### src/rtl/dsp_mac_pkg.sv
// Shared constants and the overflow-aware adder for the multi-channel MAC.
// Build option: define DSP_MAC_SAT_EN to clamp overflowing sums instead of wrapping.
package dsp_mac_pkg;

  localparam logic [1:0] ACC_LOAD = 2'd0;
  localparam logic [1:0] ACC_ADD  = 2'd1;
  localparam logic [1:0] ACC_SUB  = 2'd2;
  localparam logic [1:0] ACC_C    = 2'd3;

  localparam int OP_PREADD_EN  = 0;
  localparam int OP_PREADD_SUB = 1;
  localparam int OP_MODE_LO    = 2;
  localparam int OP_MODE_HI    = 3;

  localparam int SAT_MAX_W = 128;
  localparam int SAT_IW    = $clog2(SAT_MAX_W);

  // Adds a + (sub ? -b : b) + cin at width w (w < SAT_MAX_W); returns {ovf, result}.
  function automatic logic [SAT_MAX_W:0] sat_add(
    input logic [SAT_MAX_W-1:0] a,
    input logic [SAT_MAX_W-1:0] b,
    input logic                 cin,
    input logic                 sub,
    input int                   w
  );
    logic [SAT_MAX_W-1:0] mask;
    logic [SAT_MAX_W-1:0] bn;
    logic [SAT_MAX_W-1:0] r;
    logic                 ovf;
    mask = (w >= SAT_MAX_W) ? '1 : ((SAT_MAX_W'(1) << w) - SAT_MAX_W'(1));
    bn   = (sub ? (~b + SAT_MAX_W'(1)) : b) & mask;
    r    = (a + bn + SAT_MAX_W'(cin)) & mask;
    ovf  = (a[SAT_IW'(w - 1)] == bn[SAT_IW'(w - 1)]) && (r[SAT_IW'(w - 1)] != a[SAT_IW'(w - 1)]);
`ifdef DSP_MAC_SAT_EN
    // On overflow both addends share the sign of the true result.
    if (ovf) begin
      r = a[SAT_IW'(w - 1)] ? (SAT_MAX_W'(1) << (w - 1)) : (mask >> 1);
    end
`endif
    return {ovf, r};
  endfunction

endpackage

### src/rtl/dsp_mac_acc_bank.sv
// Per-channel accumulator register file: combinational read, synchronous write and clear.
// Out-of-range addresses read as zero with rhit low and never write.
module dsp_mac_acc_bank #(
  parameter int CHANNELS  = 4,
  parameter int ACC_WIDTH = 48,
  parameter int CH_W      = 2
) (
  input  logic                 clk,
  input  logic                 srst,
  input  logic                 we,
  input  logic [CH_W-1:0]      waddr,
  input  logic [ACC_WIDTH-1:0] wdata,
  input  logic [CH_W-1:0]      raddr,
  output logic [ACC_WIDTH-1:0] rdata,
  output logic                 rhit
);

  logic [ACC_WIDTH-1:0] acc_q [CHANNELS];

  genvar gi;
  generate
    for (gi = 0; gi < CHANNELS; gi++) begin : g_ch
      logic [ACC_WIDTH-1:0] acc_reg;
      always_ff @(posedge clk) begin
        if (srst) begin
          acc_reg <= '0;
        end else if (we && (waddr == CH_W'(gi))) begin
          acc_reg <= wdata;
        end
      end
      assign acc_q[gi] = acc_reg;
    end
  endgenerate

  always_comb begin
    rdata = '0;
    rhit  = 1'b0;
    for (int i = 0; i < CHANNELS; i++) begin
      if (raddr == CH_W'(i)) begin
        rdata = acc_q[i];
        rhit  = 1'b1;
      end
    end
  end

endmodule

### src/rtl/dsp_mac_multich.sv
// Three-stage signed pre-add/multiply/accumulate with per-channel accumulators and
// valid/ready back-pressure. Define DSP_MAC_SAT_EN for saturating results.
module dsp_mac_multich
  import dsp_mac_pkg::*;
#(
  parameter int A_WIDTH   = 18,
  parameter int B_WIDTH   = 18,
  parameter int ACC_WIDTH = 48,
  parameter int CHANNELS  = 4,
  localparam int CH_W     = $clog2(CHANNELS)
) (
  input  logic                        CLK,
  input  logic                        RST,
  input  logic                        IN_VALID,
  output logic                        IN_READY,
  input  logic [CH_W-1:0]             CH_IN,
  input  logic signed [A_WIDTH-1:0]   A,
  input  logic signed [B_WIDTH-1:0]   B,
  input  logic signed [B_WIDTH-1:0]   D,
  input  logic [ACC_WIDTH-1:0]        C,
  input  logic [3:0]                  OPMODE_IN,
  input  logic                        CARRYIN,
  output logic                        OUT_VALID,
  input  logic                        OUT_READY,
  output logic [CH_W-1:0]             CH_OUT,
  output logic [ACC_WIDTH-1:0]        P,
  output logic                        OVF
);

  localparam int PW = A_WIDTH + B_WIDTH + 1;

  logic adv;
  assign adv      = !OUT_VALID || OUT_READY;
  assign IN_READY = adv && !RST;

  logic signed [A_WIDTH-1:0] a1_reg;
  logic signed [B_WIDTH-1:0] b1_reg, d1_reg;
  logic [ACC_WIDTH-1:0]      c1_reg;
  logic [CH_W-1:0]           ch1_reg;
  logic [3:0]                op1_reg;
  logic                      cin1_reg, v1_reg;

  always_ff @(posedge CLK) begin
    if (RST) begin
      a1_reg <= '0; b1_reg <= '0; d1_reg <= '0; c1_reg <= '0;
      ch1_reg <= '0; op1_reg <= '0; cin1_reg <= 1'b0; v1_reg <= 1'b0;
    end else if (adv) begin
      a1_reg   <= A;
      b1_reg   <= B;
      d1_reg   <= D;
      c1_reg   <= C;
      ch1_reg  <= CH_IN;
      op1_reg  <= OPMODE_IN;
      cin1_reg <= CARRYIN;
      v1_reg   <= IN_VALID && IN_READY;
    end
  end

  // Pre-adder is one bit wider than its operands so D+/-B never wraps.
  logic signed [B_WIDTH:0]    b_ext, d_ext, pre_next;
  logic signed [PW-1:0]       prod_next;
  logic [ACC_WIDTH-1:0]       m_next;

  always_comb begin
    b_ext = {b1_reg[B_WIDTH-1], b1_reg};
    d_ext = {d1_reg[B_WIDTH-1], d1_reg};
    if (op1_reg[OP_PREADD_EN]) begin
      pre_next = op1_reg[OP_PREADD_SUB] ? (d_ext - b_ext) : (d_ext + b_ext);
    end else begin
      pre_next = b_ext;
    end
    prod_next = PW'(a1_reg) * PW'(pre_next);
    m_next    = ACC_WIDTH'(prod_next);
  end

  logic [ACC_WIDTH-1:0] m2_reg, c2_reg;
  logic [CH_W-1:0]      ch2_reg;
  logic [1:0]           mode2_reg;
  logic                 cin2_reg, v2_reg;

  always_ff @(posedge CLK) begin
    if (RST) begin
      m2_reg <= '0; c2_reg <= '0; ch2_reg <= '0;
      mode2_reg <= '0; cin2_reg <= 1'b0; v2_reg <= 1'b0;
    end else if (adv) begin
      m2_reg    <= m_next;
      c2_reg    <= c1_reg;
      ch2_reg   <= ch1_reg;
      mode2_reg <= op1_reg[OP_MODE_HI:OP_MODE_LO];
      cin2_reg  <= cin1_reg;
      v2_reg    <= v1_reg;
    end
  end

  logic [ACC_WIDTH-1:0] acc_rd, addend_a, sum;
  logic                 acc_hit, sub, ovf_sum, acc_we;
  logic [SAT_MAX_W:0]   sa_res;
  logic                 sat_unused;

  always_comb begin
    addend_a = '0;
    unique case (mode2_reg)
      ACC_LOAD:         addend_a = '0;
      ACC_ADD, ACC_SUB: addend_a = acc_rd;
      default:          addend_a = c2_reg;
    endcase
    sub     = (mode2_reg == ACC_SUB);
    sa_res  = sat_add(SAT_MAX_W'(addend_a), SAT_MAX_W'(m2_reg), cin2_reg, sub, ACC_WIDTH);
    sum     = sa_res[ACC_WIDTH-1:0];
    ovf_sum = sa_res[SAT_MAX_W];
  end

  assign sat_unused = ^sa_res[SAT_MAX_W-1:ACC_WIDTH];
  assign acc_we     = adv && v2_reg && acc_hit;

  dsp_mac_acc_bank #(
    .CHANNELS  (CHANNELS),
    .ACC_WIDTH (ACC_WIDTH),
    .CH_W      (CH_W)
  ) u_acc_bank (
    .clk   (CLK),
    .srst  (RST),
    .we    (acc_we),
    .waddr (ch2_reg),
    .wdata (sum),
    .raddr (ch2_reg),
    .rdata (acc_rd),
    .rhit  (acc_hit)
  );

  always_ff @(posedge CLK) begin
    if (RST) begin
      OUT_VALID <= 1'b0;
      P         <= '0;
      OVF       <= 1'b0;
      CH_OUT    <= '0;
    end else if (adv) begin
      OUT_VALID <= v2_reg;
      if (v2_reg) begin
        P      <= sum;
        OVF    <= ovf_sum && acc_hit;
        CH_OUT <= ch2_reg;
      end
    end
  end

endmodule

### config.mk
export PLATFORM = sky130hd
export DESIGN_NAME = dsp_mac_multich
export DESIGN_NICKNAME = d
export VERILOG_FILES = /design/src/rtl/dsp_mac_pkg.sv /design/src/rtl/dsp_mac_acc_bank.sv /design/src/rtl/dsp_mac_multich.sv
export SDC_FILE = /design/constraint.sdc
export NUM_CORES = 2
export LEC_CHECK = 0
export BUFFER_PORTS_ARGS = -buffer_cell sky130_fd_sc_hd__clkbuf_2
export CAP_MARGIN = 15
export CORE_UTILIZATION = 60
export DETAILED_ROUTE_END_ITERATION = 6
export PLACE_DENSITY = 0.78
export SLEW_MARGIN = 10
export SYNTH_ARGS = -nofsm -noshare
export SYNTH_HDL_FRONTEND = slang
export SYNTH_SLANG_ARGS = --single-unit
### constraint.sdc
create_clock -name CLK -period 17.25 [get_ports CLK]
set_input_delay 5.175 -clock CLK [delete_from_list [all_inputs] [get_ports CLK]]
set_output_delay 5.175 -clock CLK [all_outputs]
set_load 0.03 [all_outputs]
Yosys cells after proc, flatten, opt, wreduce, memory -nomap -nowiden
Cells that the tools add are included.
{"block": "word_totals", "reg_bits": 445, "output_inout_bits": 53}
{"block": "op_classes", "add_sub_neg": 5, "multipliers": 1, "eq_ne": 7, "muxes": 12, "n_bitwise": 1, "n_reduce_logical": 17}
{"operator": "48-bit two-way mux", "count": 5}
{"operator": "48-bit one-hot mux with 2 select lines", "count": 1}
{"operator": "48-bit by 1-bit adder with 48-bit output", "count": 1}
{"operator": "48-bit by 1-bit adder with 48-bit output (second input constant)", "count": 1}
{"operator": "48-bit adder", "count": 1}
{"operator": "48-bit inverter", "count": 1}
{"operator": "19-bit two-way mux", "count": 2}
{"operator": "18-bit by 19-bit multiplier with 37-bit output", "count": 1}
{"operator": "18-bit by 18-bit adder with 19-bit output", "count": 1}
{"operator": "18-bit by 18-bit subtractor with 19-bit output", "count": 1}
{"operator": "1-bit logical AND", "count": 10}
{"operator": "2-bit equality test (second input constant)", "count": 3}
{"operator": "2-bit by 1-bit equality test with 1-bit output (second input constant)", "count": 2}
{"operator": "2-bit logical NOT", "count": 2}
{"operator": "1-bit two-way mux", "count": 4}
{"operator": "1-bit logical NOT", "count": 2}
{"operator": "2-bit AND reduction", "count": 1}
{"operator": "2-bit OR reduction", "count": 1}
{"operator": "1-bit equality test", "count": 1}
{"operator": "1-bit logical OR", "count": 1}
{"operator": "1-bit inequality test", "count": 1}

Depth between registers and ports, before layout
{"block": "logic_depth", "ltp_word": 11, "ltp_mapped": 40, "depth_no_buf": 39}

Cells and area by module
From an unflattened synthesis, not the netlist that was laid out.
{"block": "hier_totals", "hier_cells": 4155, "area_unflattened_um2": 36044.6}
{"mod": "dsp_mac_multich", "instances": 1, "cells_per_inst": 3419, "area_each_um2": 27366.2, "seq_area_each_um2": 5064.9}
{"mod": "dsp_mac_acc_bank", "instances": 1, "cells_per_inst": 736, "area_each_um2": 8678.3, "seq_area_each_um2": 3843.7}

Least setup slack after synthesis
Ideal clock, no wire load.
{"block": "synth_path", "path_type": "input to output", "start": "in RST", "end": "out IN_READY", "t_arrival_ps": 5800, "slack_ps": 6275, "stages": 2, "path_buffers": 1, "cell_sequence": "clkbuf_1 nor2_1"}
{"block": "synth_between", "elab_chain_cells": 2}
{"item": "start: declaration", "line_no": "dsp_mac_multich.sv:13", "text": "input logic RST,"}
{"item": "1-bit logical NOT", "line_no": "dsp_mac_multich.sv:34", "text": "assign IN_READY = adv && !RST;"}
{"item": "1-bit logical AND", "line_no": "dsp_mac_multich.sv:34"}
{"item": "end: declaration", "line_no": "dsp_mac_multich.sv:15", "text": "output logic IN_READY,"}
Every way passes these cells.

Worst setup path in the final report
{"block": "layout_path", "start": "in OUT_READY", "end": "out IN_READY"}
{"block": "layout_between", "elab_chain_cells": 2}
{"item": "start: declaration", "line_no": "dsp_mac_multich.sv:24", "text": "input logic OUT_READY,"}
{"item": "1-bit logical OR", "line_no": "dsp_mac_multich.sv:33", "text": "assign adv = !OUT_VALID || OUT_READY;"}
{"item": "1-bit logical AND", "line_no": "dsp_mac_multich.sv:34"}
Every way passes these cells.

==> run_results.csv <==
group,metric,value,unit
status,status,"complete, but fails checks",
status,violations,"design-rule violations",
floorplan,row_count,87,
floorplan,io_pins,166,
detailed_routing,top_layer,"met4",
layout,syn2layout_area_growth,8.45,%
sta,whs,0.447,ns
layout,drive_gt1_share,9.03,%
detailed_routing,dr.pass1.iters,7,
logic_synthesis,syn_area_per_cell,8.25,µm²
sta,grt_setup_unrepaired,"no",
layout,final_common_cell,"nand2_1",
detailed_routing,detail_route.wl_per_cell,18.2,µm
sta,skew,0.0178,ns
clock_tree,cts-root-buf,"clkbuf_16",
grt,antenna_found_initial,1,
layout,final_cell_mix,"899 x nand2_1, 470 x a21oi_1, 443 x dfxtp_1",
clock_tree,cts_sinks,445,
clock_tree,post_cts_buffers,0,
grt,overflow,0,
layout,fillers,4763,
logic_synthesis,syn_inst,4183,
clock_tree,clk_latency,0.60,ns
clock_tree,cts-resized-gates,0,
power,ir_drop,0.000180,V
grt,grt_use_total,30.9,%
sta,maxSlewViolCount,0,
clock_tree,cts_tree,"built",
setup_path,cp.required,12.07,ns
grt,grt_pass1_vias,27600,
detailed_routing,vias,29100,
logic_synthesis,mappedNetlistNets,4803,
sta,hold_viol_final,0,
grt,grt_pass1_wl,146000,µm
placed_design,dp_hpwl,65600,µm
power,p_leak,16.4,nW
sta,setup_viol,0,
logic_synthesis,synth_seq_cells,445,
detailed_routing,antenna_left,0,
job,cap_viol_max_count,0,
logic_synthesis,synth_top_area_share,25.8,%
power,power_density,135,mW/mm²
sta,fmax,0.0856,GHz
sta,max_slew_margin,22.2,%
floorplan,dieHeight,242,µm
setup_path,crit_type,"in -> out",
clock_tree,cts_buffers,47,
logic_synthesis,yosysTopAreaCell,"dfxtp_1",
floorplan,initial_core_util,61.0,%
detailed_routing,drt_iter0_markers,2989,
detailed_routing,drc,1,
logic_synthesis,ys.flop_type,"dfxtp_1",
layout,largest_register_ffs,192,
layout,nNetsFinal,4798,
placed_design,port-buffer-count,165,
setup_path,startpoint_type,"input port",
clock_tree,holdBufCountCts,0,
logic_synthesis,synthTopCellsByArea,"dfxtp_1 26%, fa_1 20%, nand2_1 9.8%",
sta,worstMarginPinSlew,1.16,ns
grt,grt_start_max_net_pins,203,
detailed_routing,dr_wl_met2,40400,µm
layout,stdcell_area,0.0374,mm²
setup_path,cp-end-kind,"output port",
floorplan,coreArea,0.0566,mm²
detailed_routing,drt-total-wl,90500,µm
logic_synthesis,yosysUniqueCellTypes,69,
setup_path,crit_fanout,202,
clock_tree,htreeDepth,2,
placed_design,place.gp.congestion,0.970,
floorplan,die_w,242,µm
setup_path,crit_arrival,6.51,ns
logic_synthesis,ys_async_sr_fraction,0,%
clock_tree,cts_buffer_depth,3,
floorplan,dieArea,0.0585,mm²
layout,final_core_util,66.1,%
detailed_routing,drt-met1-wl,38800,µm
setup_path,r2r_setup_slack,7.18,ns
clock_tree,clk_pin_slew_worst_paths,0.06,ns
placed_design,placed_cell_area,0.0357,mm²
layout,antenna_cells,0,
detailed_routing,routed-wl-met3,8860,µm
power,p_total,5.06,mW
logic_synthesis,synth-edff-count,0,
sta,final.setup.tns,0,ns
min_path,hold_path.class,"reg -> reg",
logic_synthesis,yosysWarnings,0,
logic_synthesis,mappedNetlistArea,0.0345,mm²
sta,finalCriticalPeriod,11.69,ns
logic_synthesis,seq_area_frac_synth,25.8,%
sta,min_period_over_period,67.7,%
detailed_routing,avgViaCountPerCell,5.84,
report_power, final:
group          switching [mW]  internal (mW)  leakage, nW
Combinational            1.61           1.13         11.9
Clock                   0.446          0.674        0.839
Sequential             0.0955           1.11         3.64
Total                    2.15           2.91         16.4
per-stage QoR:
| step | setup WS, ns | instances |
|---|---|---|
| 2_1_floorplan | 6.28 | 4183 |
| 6_report | 5.56 | 4973 |
| 3_3_place_gp | 5.59 | 4885 |
| 4_1_cts | 5.57 | 4973 |
| 3_5_place_dp | 5.58 | 4885 |
| 5_1_grt | 5.45 | 4973 |
cells in the mapped netlist (48+ instances only):
cell type  count
a21oi_1      471
clkbuf_1     231
fa_1         341
o21ai_0       85
inv_1        426
xnor2_1      107
nor2_1       208
ha_1         166
and2_1       148
mux4_2        48
nand2_1      901
dfxtp_1      445
worst max-delay path, cell delays in order:
cell and delay (ns):
clkbuf_2 0.11, nor2b_4 0.13, buf_12 0.62, nor2_1 0.21, clkbuf_2 0.25
cells by family after synthesis:
logic type | count (synthesis) | synth area share [%]
AND/OR/NAND/NOR | 1496 | 19.2
AO/OA/AOI/OAI | 846 | 14.5
buffers and inverters | 681 | 7.41
adder cells (fa/ha/maj) | 507 | 25.8
flip-flops | 445 | 25.8
XOR/XNOR | 146 | 3.73
multiplexers | 62 | 3.57
final timing paths:
path         startpoint         end  cells after the start
min          ch1_reg[1]  ch2_reg[1]                      2
min reg2reg  ch1_reg[1]  ch2_reg[1]                      2
max reg2reg   b1_reg[2]  m2_reg[35]                     33
max           OUT_READY    IN_READY                      5
final cells by class:
class | count | area, µm² | area share [%]
Inverter | 427 | 1600 | 4.28
Sequential cell | 445 | 8910 | 23.8
Timing Repair Buffer | 200 | 1110 | 2.97
Tap cell | 756 | 946 | 2.53
Multi-Input combinational cell | 3057 | 23100 | 61.8
Clock inverter | 25 | 392 | 1.05
Clock buffer | 63 | 1350 | 3.60
routing by layer:
layer  vias up  GRT usage, %
met3       153          6.14
met1     14100          44.8
met4         0          9.31
met2      1176          46.7
li1      13600             -
met5         -             0
No activity file was read; power rests on OpenSTA's default activity.
